File: src/rtl/dds_sweep_nco.sv
`default_nettype none
// ============================================================================
// Module  : dds_sweep_nco
// Purpose : Multi-channel DDFS phase generator with programmable FCW sweep
//           (tone, one-shot up-chirp, sawtooth, triangle).
// Revision: 1.0 - initial release
// ============================================================================
module dds_sweep_nco #(
    parameter int ACC_W   = 32,
    parameter int PHASE_W = 20,
    parameter int NCH     = 2,
    parameter int DWELL_W = 16
) (
    input  logic                     clk,
    input  logic                     rst,
    input  logic                     cfg_valid,
    output logic                     cfg_ready,
    input  logic [1:0]               cfg_mode,
    input  logic [ACC_W-1:0]         cfg_fcw_start,
    input  logic [ACC_W-1:0]         cfg_fcw_stop,
    input  logic [ACC_W-1:0]         cfg_step,
    input  logic [DWELL_W-1:0]       cfg_dwell,
    input  logic [NCH*ACC_W-1:0]     cfg_poff,
    input  logic                     start,
    input  logic                     abort,
    output logic                     busy,
    output logic [ACC_W-1:0]         fcw_out,
    output logic [NCH*PHASE_W-1:0]   phase_out,
    output logic                     phase_valid,
    output logic                     sweep_done
);

    typedef enum logic [1:0] {
        IDLE = 2'd0,
        UP   = 2'd1,
        DOWN = 2'd2,
        HOLD = 2'd3
    } state_t;

    localparam logic [1:0] C_MODE_TONE = 2'b00;
    localparam logic [1:0] C_MODE_ONCE = 2'b01;
    localparam logic [1:0] C_MODE_SAW  = 2'b10;
    localparam logic [1:0] C_MODE_TRI  = 2'b11;

    state_t                   r_state;
    state_t                   w_state_nxt;

    logic [1:0]               r_mode;
    logic [ACC_W-1:0]         r_start;
    logic [ACC_W-1:0]         r_stop;
    logic [ACC_W-1:0]         r_step;
    logic [DWELL_W-1:0]       r_dwell;
    logic [NCH*ACC_W-1:0]     r_poff;

    logic [ACC_W-1:0]         r_acc;
    logic [ACC_W-1:0]         r_fcw;
    logic [ACC_W-1:0]         w_fcw_nxt;
    logic [DWELL_W-1:0]       r_dwell_cnt;
    logic [DWELL_W-1:0]       w_dwell_cnt_nxt;
    logic                     r_done;
    logic                     w_done_nxt;
    logic                     r_valid;
    logic [NCH*PHASE_W-1:0]   r_phase;
    logic [NCH*PHASE_W-1:0]   w_phase;

    logic                     w_cfg_take;
    logic                     w_launch;
    logic                     w_degen;
    logic                     w_expire;
    logic                     w_run;
    logic [ACC_W:0]           w_up_sum;
    logic [ACC_W:0]           w_dn_diff;

    assign cfg_ready   = (r_state == IDLE);
    assign busy        = (r_state != IDLE);
    assign fcw_out     = r_fcw;
    assign phase_out   = r_phase;
    assign phase_valid = r_valid;
    assign sweep_done  = r_done;

    assign w_cfg_take = cfg_valid & cfg_ready;
    assign w_launch   = (r_state == IDLE) & start & ~abort;
    assign w_run      = (r_state != IDLE) & ~abort;
    assign w_degen    = (r_step == '0) | (r_stop < r_start);
    assign w_expire   = (r_dwell_cnt == r_dwell);
    // One extra bit catches carry past 2^ACC_W and borrow below zero.
    assign w_up_sum   = {1'b0, r_fcw} + {1'b0, r_step};
    assign w_dn_diff  = {1'b0, r_fcw} - {1'b0, r_step};

    generate
        for (genvar k = 0; k < NCH; k++) begin : g_ch
            logic [ACC_W-1:0] w_off_sum;
            assign w_off_sum = r_acc + r_poff[k*ACC_W +: ACC_W];
            assign w_phase[k*PHASE_W +: PHASE_W] = w_off_sum[ACC_W-1 -: PHASE_W];
        end
    endgenerate

    always_ff @(posedge clk or negedge rst) begin
        if (!rst) begin
            r_state <= IDLE;
        end else begin
            r_state <= w_state_nxt;
        end
    end

    always_comb begin
        w_state_nxt     = r_state;
        w_fcw_nxt       = r_fcw;
        w_dwell_cnt_nxt = r_dwell_cnt;
        w_done_nxt      = 1'b0;
        if (r_state == IDLE) begin
            if (w_launch) begin
                w_fcw_nxt       = r_start;
                w_dwell_cnt_nxt = '0;
                w_state_nxt     = ((r_mode == C_MODE_TONE) || w_degen) ? HOLD : UP;
            end
        end else if (abort) begin
            w_state_nxt = IDLE;
        end else if (!w_expire) begin
            w_dwell_cnt_nxt = r_dwell_cnt + 1'b1;
        end else begin
            w_dwell_cnt_nxt = '0;
            case (r_state)
                UP: begin
                    // Sawtooth sits at stop for one dwell period, then restarts.
                    if ((r_mode == C_MODE_SAW) && (r_fcw == r_stop)) begin
                        w_fcw_nxt = r_start;
                    end else if (w_up_sum >= {1'b0, r_stop}) begin
                        w_fcw_nxt  = r_stop;
                        w_done_nxt = 1'b1;
                        if (r_mode == C_MODE_ONCE) begin
                            w_state_nxt = HOLD;
                        end else if (r_mode == C_MODE_TRI) begin
                            w_state_nxt = DOWN;
                        end
                    end else begin
                        w_fcw_nxt = w_up_sum[ACC_W-1:0];
                    end
                end
                DOWN: begin
                    if (w_dn_diff[ACC_W] || (w_dn_diff[ACC_W-1:0] <= r_start)) begin
                        w_fcw_nxt   = r_start;
                        w_state_nxt = UP;
                    end else begin
                        w_fcw_nxt = w_dn_diff[ACC_W-1:0];
                    end
                end
                default: begin
                end
            endcase
        end
    end

    always_ff @(posedge clk or negedge rst) begin
        if (!rst) begin
            r_mode  <= '0;
            r_start <= '0;
            r_stop  <= '0;
            r_step  <= '0;
            r_dwell <= '0;
            r_poff  <= '0;
        end else if (w_cfg_take) begin
            r_mode  <= cfg_mode;
            r_start <= cfg_fcw_start;
            r_stop  <= cfg_fcw_stop;
            r_step  <= cfg_step;
            r_dwell <= cfg_dwell;
            r_poff  <= cfg_poff;
        end
    end

    always_ff @(posedge clk or negedge rst) begin
        if (!rst) begin
            r_acc       <= '0;
            r_fcw       <= '0;
            r_dwell_cnt <= '0;
            r_done      <= 1'b0;
            r_valid     <= 1'b0;
            r_phase     <= '0;
        end else begin
            r_fcw       <= w_fcw_nxt;
            r_dwell_cnt <= w_dwell_cnt_nxt;
            r_done      <= w_done_nxt;
            if (w_launch) begin
                r_acc   <= '0;
                r_valid <= 1'b0;
            end else if (w_run) begin
                // Phase is taken from the accumulator before this cycle's add.
                r_acc   <= r_acc + r_fcw;
                r_phase <= w_phase;
                r_valid <= 1'b1;
            end else begin
                r_valid <= 1'b0;
            end
        end
    end

endmodule
`default_nettype wire

File: config.mk
export PLATFORM = sky130hd
export DESIGN_NAME = dds_sweep_nco
export DESIGN_NICKNAME = d
export VERILOG_FILES = /design/src/rtl/dds_sweep_nco.sv
export SDC_FILE = /design/constraint.sdc
export NUM_CORES = 1
export LEC_CHECK = 0
export BUFFER_PORTS_ARGS = -buffer_cell sky130_fd_sc_hd__buf_2
export CAP_MARGIN = 20
export CORE_ASPECT_RATIO = 0.8
export CORE_MARGIN = 1
export CORE_UTILIZATION = 30
export CTS_BUF_LIST = sky130_fd_sc_hd__clkbuf_4 sky130_fd_sc_hd__clkbuf_8 sky130_fd_sc_hd__clkbuf_16
export DETAILED_ROUTE_END_ITERATION = 8
export MAX_ROUTING_LAYER = met4
export SETUP_SLACK_MARGIN = 0.5
export SLEW_MARGIN = 10
export SYNTH_ARGS = -nofsm -noshare
export SYNTH_HDL_FRONTEND = slang
export SYNTH_SLANG_ARGS = --single-unit
File: constraint.sdc
create_clock -name clk -period 9.5 [get_ports clk]
set_clock_uncertainty 0.1 [all_clocks]
set_input_delay 2.375 -clock clk [delete_from_list [all_inputs] [get_ports clk]]
set_output_delay 2.375 -clock clk [all_outputs]
set_load 0.03 [all_outputs]
; ---- Word-level counts from Yosys, hierarchy flattened
; Cells that the tools add are included.
[classes]
order_cmp = 3
bitwise = 7
mux = 33
n_eq_ne = 13
addsub = 6
reduce_logical = 16
[ops]
columns = op, n
row1 = 2-to-1 mux 32 bit, 9
row2 = adder 32 bit, 3
row3 = 2-to-1 mux 16 bit, 4
row4 = one-hot mux 32 bit (2 select lines), 1
row5 = adder 32 x 32 -> 33 bit, 1
row6 = >= comparator 33 x 32 -> 1 bit, 1
row7 = subtractor 32 x 32 -> 33 bit, 1
row8 = == test 32 bit, 1
row9 = less-or-equal comparator 32 bit, 1
row10 = logical NOT 32 bit, 1
row11 = < comparator 32 bit, 1
row12 = 2-to-1 mux 2 bit, 10
row13 = "adder 16 x 1 -> 16 bit, second input constant", 1
row14 = == test 16 bit, 1
row15 = "inequality test 4 bit, second input constant", 3
row16 = 2-to-1 mux 1 bit, 8
row17 = AND reduction 7 bit, 1
row18 = "== test 2 bit, second input constant", 3
row19 = nonzero test 2 bit, 3
row20 = nonzero test 3 bit, 2
row21 = "inequality test 5 bit, second input constant", 1
row22 = AND 1 bit, 4
row23 = "== test 2 x 1 -> 1 bit, second input constant", 2
row24 = logical NOT 2 bit, 2
row25 = 10 further kinds, 13
[word_totals]
inputBits = 183
out_inout_bits = 76
regBits = 302
word_cells = 91

; ---- Depth between registers and ports, before layout
; Gate-level depths: netlist (run 1).
[depth]
word_depth = 9
depth_mapped = 27
mapped_depth_nobuf = 25

; ---- Worst setup path after synthesis (run 1)
; Ideal clock, no wire load.
[synth_path]
path_type = register to register
from = reg r_fcw[0], in the netlist fcw_out[0]
to = reg r_fcw[19], in the netlist fcw_out[19]
t_required_ns = 9.279
n_path_buf = 3
path_stages_with_launch = 24
synth_period_minus_slack_ns = 5.209
setup_ns = 0.121
setup_slack_ns = 4.291
arrival_ns = 4.988
path_cell_list = dfrtp_1 -> ha_1 -> fa_1 -> nor2b_1 -> or3_1 -> a21oi_1 -> o31a_1 -> o21ai_2 -> a21oi_1 -> o21bai_1 -> a211oi_1 -> xnor2_1 -> ha_1 -> a21o_1 -> a211oi_1 -> o221ai_1 -> a2111oi_2 -> o41ai_2 -> buf_4 -> buf_8 -> buf_8 -> o21ai_0 -> nand3_1 -> a22o_1
[synth_between]
elab_chain_cells = 8
elab_cells_between_ends = 14
cone_classes = add/sub: 2 / order compare: 2 / eq/ne: 1 / mux: 7 / reduce/logical: 2
[synth_rtl]
columns = item, line
row1 = "start, declared", 56  ; logic [ACC_W-1:0] r_fcw;
row2 = "start signal, assigned", 181  ; r_fcw <= w_fcw_nxt;
row3 = adder 32 x 32 -> 33 bit or subtractor 32 x 32 -> 33 bit (tied branches), "87, 88"
row4 = >= comparator 33 x 32 -> 1 bit or less-or-equal comparator 32 bit (tied branches), "128, 141"
row5 = 2-to-1 mux 32 bit or logical OR 1 bit (tied branches), "128, 141"
row6 = "2-to-1 mux 32 bit, on equally long branches", "126, 141"
row7 = one-hot mux 32 bit (2 select lines) (*), 123  ; case (r_state)
row8 = 2-to-1 mux 32 bit (*), 119  ; end else if (!w_expire) begin
row9 = 2-to-1 mux 32 bit (*), 117  ; end else if (abort) begin
row10 = 2-to-1 mux 32 bit (*), 111  ; if (r_state == IDLE) begin
; Every way passes the cells marked *; elsewhere a longest branch is shown, timed or not. The select of a mux whose other input is x is not followed.
; A chain may end at the register's enable or synchronous reset.

; ---- Final worst setup path (run 1)
[layout_path]
from = reg r_fcw[5], in the netlist fcw_out[5]
to = reg r_state[0]
[layout_between]
elab_chain_cells = 5
elab_cells_between_ends = 11
cone_classes = add/sub: 2 / order compare: 2 / eq/ne: 4 / reduce/logical: 3
[layout_rtl]
columns = item, line
row1 = subtractor 32 x 32 -> 33 bit, 88  ; assign w_dn_diff = {1'b0, r_fcw} - {1'b0, r_step};
row2 = less-or-equal comparator 32 bit, 141  ; if (w_dn_diff[ACC_W] || (w_dn_diff[ACC_W-1:0] <= r_start)) begin
row3 = logical OR 1 bit, 141
row4 = inequality test 4 bit (no line), n/a
row5 = AND reduction 7 bit (no line) (*), n/a
row6 = "end signal, assigned", 102  ; r_state <= w_state_nxt;
row7 = "end, declared", 45  ; state_t r_state;
; Every way passes the cells marked *; elsewhere a longest branch is shown, timed or not.

==> report_table.html, run 1 <==
<table>
<tr><th>Metric</th><th>Value</th></tr>
<tr><th colspan="2">Timing</th></tr>
<tr><td>Max-slew violation count</td><td>0</td></tr>
<tr><td>Maximum clock frequency</td><td>158 MHz</td></tr>
<tr><td>Ratio of final minimum period to clock period</td><td>0.667</td></tr>
<tr><td>Total count of hold-check failures in the final report</td><td>0</td></tr>
<tr><td>Headroom to the max-slew limit</td><td>0.206</td></tr>
<tr><td>Actual transition at the worst max-transition pin</td><td>1.19 ns</td></tr>
<tr><td>Total negative slack</td><td>0 ns</td></tr>
<tr><td>Setup repair after global routing missed its margin</td><td>no</td></tr>
<tr><td>Time the worst path needs with I/O delays and setup</td><td>6.34 ns</td></tr>
<tr><td>Setup violations, final</td><td>0</td></tr>
<tr><th colspan="2">Placed design</th></tr>
<tr><td>DPL Wire Length</td><td>61.0 mm</td></tr>
<tr><td>Placer's final routability congestion estimate</td><td>0.970</td></tr>
<tr><td>IO Port Bufs</td><td>258</td></tr>
<tr><th colspan="2">Synth</th></tr>
<tr><td>Post-Syn Instances</td><td>2373</td></tr>
<tr><td>Synthesized area per cell</td><td>9.53 µm²</td></tr>
<tr><td>Number of warning messages in the yosys log</td><td>0</td></tr>
<tr><td>Number of enable-type register cells in the synthesized netlist</td><td>0</td></tr>
<tr><td>Number of register bits inferred by synthesis</td><td>302</td></tr>
<tr><td>Proportion of register bits with asynchronous set or reset after synthesis</td><td>1.00</td></tr>
<tr><td>Dominant combinational cell family by area after synthesis</td><td>compound AO/OA/AOI/OAI gates</td></tr>
<tr><td>Simple-gate portion of the synthesized area</td><td>0.113</td></tr>
<tr><td>Xor-xnor portion of the synthesized cell area</td><td>0.0709</td></tr>
<tr><td>Number of distinct library cell variants in the gate-level netlist after synthesis</td><td>108</td></tr>
<tr><td>Synthesized-area fraction occupied by ao, oa, aoi and oai cells</td><td>0.189</td></tr>
<tr><td>Post-synth net total</td><td>2814</td></tr>
<tr><td>Netlist Area Pre-Place</td><td>0.0226 mm²</td></tr>
<tr><td>Seq/Total Area, Yosys</td><td>0.334</td></tr>
<tr><td>Adder-cell area share of the yosys netlist</td><td>0.144</td></tr>
<tr><td>Synth Flop Type</td><td>dfrtp_1</td></tr>
<tr><td>Fraction of synthesized area in multiplexers</td><td>0.100</td></tr>
<tr><th colspan="2">Final layout</th></tr>
<tr><td>Layout area overhead</td><td>15.9%</td></tr>
<tr><td>Register area</td><td>0.00756 mm²</td></tr>
<tr><td>Net count of the finished layout</td><td>3035</td></tr>
<tr><td>Area taken by multi-input logic gates</td><td>0.0140 mm²</td></tr>
<tr><td>Count of fill cells added during filler insertion</td><td>7712</td></tr>
<tr><td>Fraction of final layout cells with drive strength greater than 1</td><td>0.222</td></tr>
<tr><th colspan="2">Routing</th></tr>
<tr><td>Detailed-route wire length per cell</td><td>21.5 µm</td></tr>
<tr><td>Detailed-route DRC error count</td><td>0</td></tr>
<tr><td>Total wire length</td><td>78.1 mm</td></tr>
<tr><td>Number of violations reported at the end of detailed-routing iteration 0</td><td>1689</td></tr>
<tr><td>Drt pass-1 iters</td><td>8</td></tr>
<tr><td>Antenna-violating nets left</td><td>0</td></tr>
<tr><td>Vias/cell</td><td>5.15</td></tr>
<tr><td>Total number of vias</td><td>18700</td></tr>
<tr><th colspan="2">Clock network</th></tr>
<tr><td>H-tree level count</td><td>2</td></tr>
<tr><td>Number of buffers inserted by post-CTS setup repair</td><td>0</td></tr>
<tr><td>CTS Sinks</td><td>302</td></tr>
<tr><td>Buffer depth of the longest clock path</td><td>3</td></tr>
<tr><td>Clock latency of the later-clocked register in the worst-skew pair</td><td>0.58 ns</td></tr>
<tr><td>Number of buffers created by CTS</td><td>39</td></tr>
<tr><td>Cells resized by post-CTS repair</td><td>0</td></tr>
<tr><td>Cts-stage hold buffer count</td><td>0</td></tr>
<tr><td>CTS tree</td><td>built</td></tr>
<tr><td>Cell chosen for the clock root</td><td>clkbuf_16</td></tr>
<tr><td>Clk pin slew, worst setup/hold paths</td><td>0.06 ns</td></tr>
<tr><th colspan="2">Setup path</th></tr>
<tr><td>R2R Path Start</td><td>fcw_out[5]</td></tr>
<tr><td>Worst Reg-to-Reg Cells</td><td>21</td></tr>
<tr><td>Worst Path Required</td><td>9.84 ns</td></tr>
<tr><td>Kind of start point of the critical path</td><td>register</td></tr>
<tr><td>Beginning of the critical path</td><td>fcw_out[5]</td></tr>
<tr><td>Nature of the critical path endpoint</td><td>register</td></tr>
<tr><td>Endpoint arrival time on the critical path</td><td>6.68 ns</td></tr>
<tr><td>Category of the most critical setup path</td><td>register to register</td></tr>
<tr><td>Crit path max fanout</td><td>47</td></tr>
<tr><th colspan="2">Run status</th></tr>
<tr><td>Result of the run</td><td>finished clean</td></tr>
<tr><th colspan="2">Hold path</th></tr>
<tr><td>HP Class</td><td>register to register</td></tr>
<tr><td>Worst hold start</td><td>phase_out[28]</td></tr>
<tr><td>Hold path depth</td><td>2</td></tr>
<tr><th colspan="2">Die</th></tr>
<tr><td>Core area</td><td>0.0742 mm²</td></tr>
<tr><td>I/O pin total</td><td>259</td></tr>
<tr><td>Initial Utilization</td><td>0.305</td></tr>
<tr><td>Full die area</td><td>0.0765 mm²</td></tr>
<tr><td>Row count</td><td>89</td></tr>
<tr><td>Chip Width</td><td>309 µm</td></tr>
<tr><td>Vertical die dimension</td><td>248 µm</td></tr>
<tr><th colspan="2">Run</th></tr>
<tr><td>Max-capacitance violation count</td><td>0</td></tr>
<tr><th colspan="2">GRT</th></tr>
<tr><td>Global-route congestion overflow total</td><td>0</td></tr>
<tr><td>Global-route total usage across every layer</td><td>0.208</td></tr>
<tr><td>Via count of the first global-routing pass</td><td>17800</td></tr>
<tr><td>Pin count of the biggest net entering global routing</td><td>124</td></tr>
<tr><td>Global-route wire length before repair</td><td>115 mm</td></tr>
<tr><td>Initial antenna violation count</td><td>5</td></tr>
</table>
Yosys cell counts (all sizes together) (18+ instances only):
master | instances | area [µm²]
a21oi | 170 | 858
nand2b | 30 | 188
xor2 | 64 | 561
dfrtp | 302 | 7560
nand2 | 192 | 721
nand3 | 32 | 160
xnor2 | 119 | 1040
nor2 | 129 | 487
a31oi | 22 | 183
o31ai | 18 | 149
inv | 158 | 593
o21ai | 161 | 821
o21bai | 22 | 165
nand4 | 35 | 219
a21o | 71 | 533
mux2 | 187 | 2110
nor4 | 18 | 119
o21a | 20 | 151
a221oi | 21 | 203
ha | 255 | 3190
nor3 | 33 | 186
clkbuf | 64 | 312
buf | 27 | 180
final timing paths:
check                      slack [ns]       endpoint
max                              3.16     r_state[0]
min                              0.38  phase_out[28]
max reg2reg                      3.16     r_state[0]
min reg2reg                      0.38  phase_out[28]
max in group asynchronous        6.01   phase_out[0]
min in group asynchronous        1.80       r_acc[1]
per-layer routing:
layer,up-vias,wire length (µm),GRT usage
met5,-,0,-
met4,0,1550,0.0483
met3,98,6580,0.0538
met2,622,33200,0.301
met1,8939,36800,0.286
li1,9028,-,-
stage by stage:
step,hold slack [ns],util,std cells,cell area (µm²),worst slack [ns]
floorplan,0.379,-,2373,22600,4.29
global placement,0.354,0.335,3554,24800,3.49
detailed placement,0.361,0.335,3554,24800,3.30
CTS,0.378,0.353,3624,26200,3.25
global route,0.402,0.353,3626,26200,2.81
finish,0.377,0.353,3626,26200,3.16
registers in the layout (all words and copies together), names as in the netlist:
name / cells
phase_out: 40
sweep_done: 1
r_step: 32
r_dwell_cnt: 16
r_stop: 32
r_start: 32
r_acc: 32
r_poff: 64
r_state: 2
phase_valid: 1
r_mode: 2
fcw_out: 32
r_dwell: 16
kinds of logic (layout without fill, tap and decap cells):
| kind of cell | Yosys count | in the layout |
|---|---|---|
| compound gates | 641 | 641 |
| simple gates | 535 | 535 |
| flops | 302 | 302 |
| fa+ha+maj | 258 | 258 |
| buf+inv | 252 | 502 |
| mux | 202 | 202 |
| xor+xnor | 183 | 183 |
| other cells | 0 | 2 |
worst max-delay path, stage by stage, from the launching register on:
cell       delay (ns)
dfrtp_1          0.51
ha_1             0.48
a211oi_2         0.30
a21oi_1          0.16
o31a_1           0.38
o41ai_1          0.53
a21oi_1          0.14
nor2_1           0.11
nor2_1           0.06
xnor2_1          0.36
ha_1             0.33
a21o_1           0.18
a21o_1           0.16
a21oi_1          0.15
o21ai_0          0.18
a2111oi_2        0.62
o41ai_4          0.16
buf_4            0.36
and2_1           0.26
a21boi_1         0.18
o311ai_2         0.13
mux2_1           0.35
cell usage in the layout (no fill, tap or decap), types with 6 or more instances in the layout:
cell	count
a21o_1	71
ha_1	255
nand4_1	35
buf_4	14
nor3_1	28
nor4_1	16
a22o_1	15
nor2b_1	10
xnor2_1	119
nand2b_1	30
a21oi_1	168
nand2_1	191
xor2_1	64
o21a_1	19
a221oi_1	18
o211ai_1	15
clkbuf_16	40
and4_1	6
or3_1	9
o21ai_0	139
inv_1	157
buf_2	257
nand3_1	32
o21bai_1	22
mux2i_1	15
o22ai_1	13
o221ai_1	7
and3_1	10
o21ai_1	18
o31ai_1	17
a211oi_1	15
clkbuf_8	6
mux2_2	184
dfrtp_1	302
nor2_1	128
a31oi_1	19
final cells by class:
cell class	count	share of cell area
timing repair buffer	273	0.0544
tap	1001	0.0478
antenna	2	0.000191
clock inverter	21	0.0106
clock buffer	49	0.0422
multi-input combinational	1819	0.534
sequential	302	0.288
inverter	159	0.0228
Power of run 1 is not shown: default switching activity piles up to over one toggle a cycle in this logic, so the estimate is an artifact.
==> run 2, diff against run 1 <==
==> constraint.sdc (replaced) <==
create_clock -name clk -period 6.6 [get_ports clk]
set_clock_uncertainty 0.1 [all_clocks]
set_input_delay 1.65 -clock clk [delete_from_list [all_inputs] [get_ports clk]]
set_output_delay 1.65 -clock clk [all_outputs]
set_load 0.03 [all_outputs]
==> report_table.html, run 2 (same netlist as run 1, synthesis figures left out) <==
<table>
<tr><th>Metric</th><th>Value</th></tr>
<tr><th colspan="2">Clock network</th></tr>
<tr><td>Clock latency of the later-clocked register in the worst-skew pair</td><td>0.58 ns</td></tr>
<tr><td>H-tree level count</td><td>2</td></tr>
<tr><td>CTS tree</td><td>built</td></tr>
<tr><td>Number of buffers created by CTS</td><td>38</td></tr>
<tr><td>Clk pin slew, worst setup/hold paths</td><td>0.06 ns</td></tr>
<tr><td>CTS Sinks</td><td>302</td></tr>
<tr><td>Cell chosen for the clock root</td><td>clkbuf_16</td></tr>
<tr><td>Buffer depth of the longest clock path</td><td>3</td></tr>
<tr><td>Cts-stage hold buffer count</td><td>0</td></tr>
<tr><th colspan="2">Setup path</th></tr>
<tr><td>Category of the most critical setup path</td><td>register to register</td></tr>
<tr><td>Crit path max fanout</td><td>13</td></tr>
<tr><td>Kind of start point of the critical path</td><td>register</td></tr>
<tr><td>CP most frequent cell</td><td>inv_1</td></tr>
<tr><td>Endpoint arrival time on the critical path</td><td>6.14 ns</td></tr>
<tr><td>Largest delay share family, worst path</td><td>compound AO/OA/AOI/OAI gates</td></tr>
<tr><td>CP max stage delay</td><td>0.45 ns</td></tr>
<tr><td>Timing endpoint of the critical path</td><td>fcw_out[0]</td></tr>
<tr><td>Worst Path Required</td><td>6.93 ns</td></tr>
<tr><td>Beginning of the critical path</td><td>fcw_out[0]</td></tr>
<tr><td>Worst Reg-to-Reg Cells</td><td>26</td></tr>
<tr><td>Endpoint of the lowest-slack register-to-register path</td><td>fcw_out[0]</td></tr>
<tr><td>Logic depth of the worst path, buffers included</td><td>26</td></tr>
<tr><td>Slowest stage cell, crit path</td><td>dfrtp_1</td></tr>
<tr><td>Nature of the critical path endpoint</td><td>register</td></tr>
<tr><td>Worst-case register-to-register setup slack</td><td>0.80 ns</td></tr>
<tr><td>Buf/Inv on CP</td><td>4</td></tr>
<tr><td>R2R Path Start</td><td>fcw_out[0]</td></tr>
<tr><th colspan="2">Routing</th></tr>
<tr><td>Total number of vias</td><td>19000</td></tr>
<tr><td>Detailed-route DRC error count</td><td>0</td></tr>
<tr><td>Total wire length</td><td>79.3 mm</td></tr>
<tr><td>Vias/cell</td><td>5.20</td></tr>
<tr><td>Antenna-violating nets left</td><td>0</td></tr>
<tr><td>Drt pass-1 iters</td><td>6</td></tr>
<tr><td>Number of violations reported at the end of detailed-routing iteration 0</td><td>1583</td></tr>
<tr><td>Detailed-route wire length per cell</td><td>21.7 µm</td></tr>
<tr><th colspan="2">Final layout</th></tr>
<tr><td>Non-Filler Cell Area, Final</td><td>0.0264 mm²</td></tr>
<tr><td>Leading cell types in the layout, fill and taps excluded</td><td>301 x dfrtp_1, 257 x buf_2, 254 x ha_1, 190 x nand2_1, 184 x mux2_2</td></tr>
<tr><td>Area taken by multi-input logic gates</td><td>0.0140 mm²</td></tr>
<tr><td>Final core area utilization</td><td>0.356</td></tr>
<tr><td>Register area</td><td>0.00756 mm²</td></tr>
<tr><td>Fraction of final layout cells with drive strength greater than 1</td><td>0.234</td></tr>
<tr><td>Net count of the finished layout</td><td>3072</td></tr>
<tr><td>Most flops, register</td><td>r_poff</td></tr>
<tr><td>Count of fill cells added during filler insertion</td><td>7711</td></tr>
<tr><td>Flip-flop count of the largest register, all copies and words added</td><td>64</td></tr>
<tr><td>Most common cell after layout, fill and taps aside</td><td>dfrtp_1</td></tr>
<tr><td>Layout area overhead</td><td>16.9%</td></tr>
<tr><th colspan="2">GRT</th></tr>
<tr><td>Most crowded layer after global routing</td><td>met2</td></tr>
<tr><td>GR Util met3</td><td>0.0597</td></tr>
<tr><td>Global-route total usage across every layer</td><td>0.212</td></tr>
<tr><td>GR Util met1</td><td>0.291</td></tr>
<tr><td>Global Route met2 Usage</td><td>0.302</td></tr>
<tr><td>Via count of the first global-routing pass</td><td>18400</td></tr>
<tr><td>Global-route wire length before repair</td><td>118 mm</td></tr>
<tr><td>Pin count of the biggest net entering global routing</td><td>126</td></tr>
<tr><td>Global-route congestion overflow total</td><td>0</td></tr>
<tr><td>Initial antenna violation count</td><td>5</td></tr>
<tr><th colspan="2">Timing</th></tr>
<tr><td>Maximum clock frequency</td><td>172 MHz</td></tr>
<tr><td>Total count of hold-check failures in the final report</td><td>0</td></tr>
<tr><td>Max-slew violation count</td><td>0</td></tr>
<tr><td>Time the worst path needs with I/O delays and setup</td><td>5.80 ns</td></tr>
<tr><td>Actual transition at the worst max-transition pin</td><td>0.959 ns</td></tr>
<tr><td>Total negative slack</td><td>0 ns</td></tr>
<tr><td>Ratio of final minimum period to clock period</td><td>0.879</td></tr>
<tr><td>Headroom to the max-slew limit</td><td>0.355</td></tr>
<tr><td>Setup repair after global routing missed its margin</td><td>no</td></tr>
<tr><td>Setup violations, final</td><td>0</td></tr>
<tr><th colspan="2">Die</th></tr>
<tr><td>I/O pin total</td><td>259</td></tr>
<tr><td>Core area</td><td>0.0742 mm²</td></tr>
<tr><td>Vertical die dimension</td><td>248 µm</td></tr>
<tr><td>Initial Utilization</td><td>0.305</td></tr>
<tr><td>Row count</td><td>89</td></tr>
<tr><td>Chip Width</td><td>309 µm</td></tr>
<tr><td>Full die area</td><td>0.0765 mm²</td></tr>
<tr><th colspan="2">Run status</th></tr>
<tr><td>Result of the run</td><td>finished clean</td></tr>
<tr><th colspan="2">Placed design</th></tr>
<tr><td>DPL Wire Length</td><td>62.4 mm</td></tr>
<tr><td>IO Port Bufs</td><td>258</td></tr>
<tr><td>Standard cell area after detailed placement</td><td>0.0251 mm²</td></tr>
<tr><td>Placer's final routability congestion estimate</td><td>0.982</td></tr>
<tr><th colspan="2">Hold path</th></tr>
<tr><td>Worst hold start</td><td>phase_out[23]</td></tr>
<tr><td>HP Class</td><td>register to register</td></tr>
<tr><th colspan="2">Run</th></tr>
<tr><td>Max-capacitance violation count</td><td>0</td></tr>
</table>
-- run 2: worst min-delay path: stages (launching register included) --
cell and delay, ns:
dfrtp_1 0.33, nand2_1 0.04, o21ai_0 0.06
-- run 2: worst min path at each step --
stage | slack [ns] | to | cells after the start
floorplan | 0.38 | r_start[23] | 1
detailed placement | 0.36 | phase_out[23] | 2
CTS | 0.38 | phase_out[23] | 2
finish | 0.37 | phase_out[23] | 2
global placement | 0.36 | phase_out[28] | 2
global route | 0.39 | phase_out[16] | 2
-- run 2: cell type report --
type                       instances  share of cell area
clock inverter                    15             0.00492
tap                             1001              0.0474
sequential                       302               0.286
multi-input combinational       1819               0.531
antenna                            2            0.000189
clock buffer                      51              0.0422
inverter                         159              0.0226
timing repair buffer             311              0.0662
-- run 2: repair_timing --
item,CTS,global route
setup endpoints to repair,0,34
setup buffers,0,3
gates resized for setup,0,9
-- run 2: per-stage QoR --
step	cells	hold WS, ns	setup WS, ns
global placement	3589	0.357	0.706
finish	3660	0.371	0.799
global route	3659	0.394	0.494
CTS	3655	0.378	0.550
detailed placement	3589	0.364	0.565
floorplan	2373	0.379	1.39
-- run 2: routing by layer --
layer	part of all wire	wire [µm]
met5	0	0
met4	0.026	2050
met3	0.092	7310
met2	0.42	33000
met1	0.47	36900
Power of run 2 is left out for the same reason.
